[config.mk]
export PLATFORM = sky130hd
export DESIGN_NAME = serial_sub8
export DESIGN_NICKNAME = d
export VERILOG_FILES = /design/src/rtl/serial_sub8_pkg.sv /design/src/rtl/serial_fa_cell.sv /design/src/rtl/serial_sub8.sv
export SDC_FILE = /design/constraint.sdc
export NUM_CORES = 1
export LEC_CHECK = 0
export CORE_UTILIZATION = 45
export CTS_BUF_LIST = sky130_fd_sc_hd__clkbuf_16
export CTS_CLUSTER_DIAMETER = 40
export CTS_CLUSTER_SIZE = 40
export DETAILED_ROUTE_END_ITERATION = 10
export GPL_ROUTABILITY_DRIVEN = 0
export PLACE_DENSITY_LB_ADDON = 0.2
export SLEW_MARGIN = 30
export SYNTH_ARGS = -nofsm -noshare
export SYNTH_HDL_FRONTEND = slang
export SYNTH_SLANG_ARGS = --single-unit
[constraint.sdc]
create_clock -name clk -period 1.5 [get_ports clk]
set_input_delay 0.3 -clock clk [delete_from_list [all_inputs] [get_ports clk]]
set_output_delay 0.3 -clock clk [all_outputs]
set_load 0.005 [all_outputs]
[src/rtl/serial_sub8_pkg.sv]
// Shared definitions for the bit-serial arithmetic blocks: FSM state encoding
// and the default operand width.
package serial_sub8_pkg;

    localparam int DEFAULT_WIDTH = 8;

    typedef enum logic [1:0] {
        IDLE = 2'd0,
        RUN  = 2'd1,
        DONE = 2'd2
    } state_t;

endpackage

[src/rtl/serial_fa_cell.sv]
// One-bit full adder; the serial subtractor reuses this single cell on every
// bit position.
module serial_fa_cell (
    input  logic x,
    input  logic y,
    input  logic ci,
    output logic s,
    output logic co
);

    assign s  = x ^ y ^ ci;
    assign co = (x & y) | (x & ci) | (y & ci);

endmodule

[src/rtl/serial_sub8.sv]
// Bit-serial two's-complement subtractor: diff = a - b, one bit per clock
// through a single full-adder cell, with valid/ready handshakes on both sides.
module serial_sub8
    import serial_sub8_pkg::*;
#(
    parameter int WIDTH = DEFAULT_WIDTH
) (
    input  logic             clk,
    input  logic             rst_n,
    input  logic             in_valid,
    output logic             in_ready,
    input  logic [WIDTH-1:0] a,
    input  logic [WIDTH-1:0] b,
    output logic             out_valid,
    input  logic             out_ready,
    output logic [WIDTH-1:0] diff,
    output logic             borrow_out,
    output logic             busy
);

    localparam int CNT_W = (WIDTH > 1) ? $clog2(WIDTH) : 1;
    typedef logic [CNT_W-1:0] cnt_t;
    localparam cnt_t CNT_LAST = cnt_t'(WIDTH - 1);

    state_t           r_state;
    logic             r_in_ready;
    logic             r_out_valid;
    logic             r_busy;
    logic [WIDTH-1:0] r_diff;
    logic             r_borrow;
    logic [WIDTH-1:0] r_a_sh;
    logic [WIDTH-1:0] r_b_sh;
    logic [WIDTH-1:0] r_res_sh;
    logic             r_carry;
    cnt_t             r_cnt;

    logic             w_s;
    logic             w_co;
    logic [WIDTH-1:0] w_res_next;

    serial_fa_cell u_cell (
        .x  (r_a_sh[0]),
        .y  (r_b_sh[0]),
        .ci (r_carry),
        .s  (w_s),
        .co (w_co)
    );

    assign w_res_next = {w_s, r_res_sh[WIDTH-1:1]};

    // NOTE: every register here uses <= so all updates within an edge see the
    // pre-edge values; blocking assignments would let the shift chain race.
    always_ff @(posedge clk or negedge rst_n) begin
        if (!rst_n) begin
            r_state     <= IDLE;
            r_in_ready  <= 1'b1;
            r_out_valid <= 1'b0;
            r_busy      <= 1'b0;
            r_diff      <= '0;
            r_borrow    <= 1'b0;
            r_a_sh      <= '0;
            r_b_sh      <= '0;
            r_res_sh    <= '0;
            r_carry     <= 1'b0;
            r_cnt       <= '0;
        end else begin
            case (r_state)
                IDLE: begin
                    if (in_valid) begin
                        // a - b = a + ~b + 1: the +1 enters as the initial carry
                        r_a_sh     <= a;
                        r_b_sh     <= ~b;
                        r_carry    <= 1'b1;
                        r_cnt      <= '0;
                        r_res_sh   <= '0;
                        r_state    <= RUN;
                        r_in_ready <= 1'b0;
                        r_busy     <= 1'b1;
                    end
                end
                RUN: begin
                    r_a_sh   <= r_a_sh >> 1;
                    r_b_sh   <= r_b_sh >> 1;
                    r_res_sh <= w_res_next;
                    r_carry  <= w_co;
                    r_cnt    <= r_cnt + cnt_t'(1);
                    if (r_cnt == CNT_LAST) begin
                        r_diff      <= w_res_next;
                        r_borrow    <= ~w_co;
                        r_state     <= DONE;
                        r_busy      <= 1'b0;
                        r_out_valid <= 1'b1;
                    end
                end
                DONE: begin
                    if (out_ready) begin
                        r_state     <= IDLE;
                        r_out_valid <= 1'b0;
                        r_in_ready  <= 1'b1;
                    end
                end
                default: begin
                    r_state     <= IDLE;
                    r_out_valid <= 1'b0;
                    r_in_ready  <= 1'b1;
                    r_busy      <= 1'b0;
                end
            endcase
        end
    end

    assign in_ready   = r_in_ready;
    assign out_valid  = r_out_valid;
    assign busy       = r_busy;
    assign diff       = r_diff;
    assign borrow_out = r_borrow;

endmodule

==> metrics.csv <==
metric,value,unit
min_period,1.46,ns
comb_power_share,36.4,%
synth-edff-count,0,
worstRegToRegCells,4,
seqPwrFrac,42.2,%
crit_type,reg -> out,
fin_ws,0.0391,ns
hold_start,diff[7],
start_util,48.6,%
fin_skew,0.00327,ns
ys.flop_type,dfrtp_1,
grt_pass1_wl,6470,µm
design_area,2390,µm²
crit_slowest_cell,clkdlybuf4s50_1,
synth_top_area_share,54.6,%
max_slew.worst_pin.slew,0.452,ns
grt-ovfl-total,0,
setup_viol,0,
via_per_inst,5.57,
maxCapViolations,0,
yosysSeqAreaShare,56.1,%
yosysWarnings,0,
die_area,4330,µm²
detailedPlace.worstSlack,-0.112,ns
fillers,276,
syn_to_final_growth,30.3,%
tritoncts,yes,
cp.required,1.20,ns
power_leakage,1.06,nW
path_delay_family,buffers and inverters,
min_path_type,reg -> reg,
totalWireLength,3880,µm
timing.hold.ws,0.485,ns
die_h,65.8,µm
cts_sinks,41,
synth.cell_area,1830,µm²
clockRootBuffer,clkbuf_16,
post-route-util,63.3,%
antenna_found_initial,0,
synth_seq_cells,41,
multi_input_area,703,µm²
nNetsFinal,219,
switching_share,32.9,%
drive_gt1_share,20.4,%
std_cell_rows,22,
critical_path.max_stage_delay,0.51,ns
pin_count,32,
place_area,2210,µm²
hpwl,2580,µm
worstPathCellList,clkdlybuf4s50_1,
vdd_drop_max,0.755,mV
fin_crit_sh,97.4,%
path_clk_slew,0.06,ns
core,3770,µm²
hold_depth,2,
grt_pass1_vias,1362,
cts.path.max_buffers,2,
synth_cell_types,27,
first_iter_violations,67,
crit_buf_inv,1,
grt_use_total,20.3,%
internal_power,3.14,mW
hold_violations,0,
syn_avg_cell_area,12.0,µm²
die_width,65.8,µm
ant_nets,0,
grt_max_degree,24,
max_freq,684,MHz
dp_cells,233,
synth_top_cell_by_area,dfrtp_1,
drv_slew,0,
status,completed,
drcViolationCount,0,
fin_total_pwr,4.68,mW
portBuffers,31,
regArea,1030,µm²
worstPathArrival,1.16,ns
slew_headroom,69.9,%
endpoint_kind,output pin,
setup_tns,0,ns
final_cells,244,
synthesis.nets,176,
synthArstFlopShare,100,%
worst_setup_path_start_kind,flip-flop,
r2r_end,diff[4],
p_per_area,1960,nW/µm²
htree_levels,2,
grt_setup_unrepaired,no,
holdPathEnd,diff[7],
crit_fanout,3,
synth_top_cells_by_count,"40 x dfrtp_1, 20 x o22ai_1, 16 x a21oi_1",
pwr-share-clk,21.4,%
cts_inserted_buffers,5,
routedWlPerCell,15.9,µm
r2r_slack,0.07,ns
num_vias,1358,
synth.area.top_cells,"dfrtp_1 55%, o22ai_1 6.8%, mux2_4 5.7%, a21oi_1 4.4%, a22o_1 3.8%",
synth.most_common_cell,dfrtp_1,
drtPass1Iterations,4,
r2r_start,r_cnt[0],
clock_latency,0.28,ns
netlist_instances,153,
antenna_cells,0,
p_sw,1.54,mW
## layer usage
metal | routed length (µm) | up-vias | global-route usage [%]
li1 | - | 649 | -
met3 | 156 | 7 | 5.17
met2 | 1870 | 35 | 32.5
met4 | 61 | 0 | 7.34
met5 | 0 | - | 0
met1 | 1790 | 667 | 26.3
## worst reg2reg max path, stage by stage, from the launching register on
cell and delay (ns):
dfrtp_1 0.38, ha_1 0.22, ha_2 0.21, nand3b_2 0.19
mux2_4 0.32
## layout by cell type, fill, tap and decap left out, types with 6 or more instances in the layout
| cell | n |
|---|---|
| dfrtp_1 | 39 |
| clkdlybuf4s50_1 | 29 |
| o22ai_1 | 20 |
| a21oi_1 | 16 |
| buf_4 | 14 |
| o21ai_0 | 9 |
| a22o_1 | 8 |
| nand2_1 | 8 |
| mux2_4 | 7 |
| o2bb2ai_1 | 6 |
## power by group through the flow
stage          combinational, mW  sequential [mW]  clock [mW]
3_5_place_dp                1.69             1.97           0
3_3_place_gp                1.62             1.94           0
5_1_grt                     1.90             2.03        1.07
6_report                    1.70             1.97        1.00
4_1_cts                     1.70             1.96        1.02
2_1_floorplan               1.18             1.86           0
## worst max path at each step
stage	from	slack, ns	to	cells past startpoint
6_report	out_valid	0.04	out_valid	1
2_1_floorplan	r_cnt[0]	0.06	borrow_out	5
5_1_grt	busy	0.002	busy	1
3_3_place_gp	in_valid	-0.07	r_b_sh[4]	5
3_5_place_dp	in_valid	-0.11	r_b_sh[6]	5
4_1_cts	r_cnt[0]	0.006	diff[0]	4
## state kept, by name, indices dropped and copies added, names as in the netlist
signal / count
busy: 1
r_a_sh: 8
r_b_sh: 8
diff: 8
borrow_out: 1
r_res_sh: 7
r_cnt: 3
r_state: 2
r_carry: 1
out_valid: 1
in_ready: 1
## kinds of logic after synthesis
| family | Yosys count | share of synthesized area, % |
|---|---|---|
| and+or+nand+nor | 20 | 6.08 |
| muxes | 8 | 6.35 |
| buffers and inverters | 17 | 6.42 |
| AOI/OAI and AO/OA | 64 | 22.6 |
| DFF | 41 | 56.1 |
| adders and majority gates | 3 | 2.46 |
## area by class of cell
class | count | area share [%]
flip-flops and latches | 41 | 43.1
multi-input cells | 96 | 29.5
repair buffers | 47 | 18.4
clock buffers | 5 | 5.24
well taps | 48 | 2.52
inverters | 5 | 0.787
clock inverters | 2 | 0.472
## repair_timing
action | CTS | global route
hold endpoints to repair | 17 | 0
hold buffers | 1 | 0
cloned | 0 | 1
setup buffers | 2 | 0
endpoints found under the setup margin | 2 | 15
gates resized for setup | 1 | 3
Note: power is estimated with default switching activity, not from simulation.
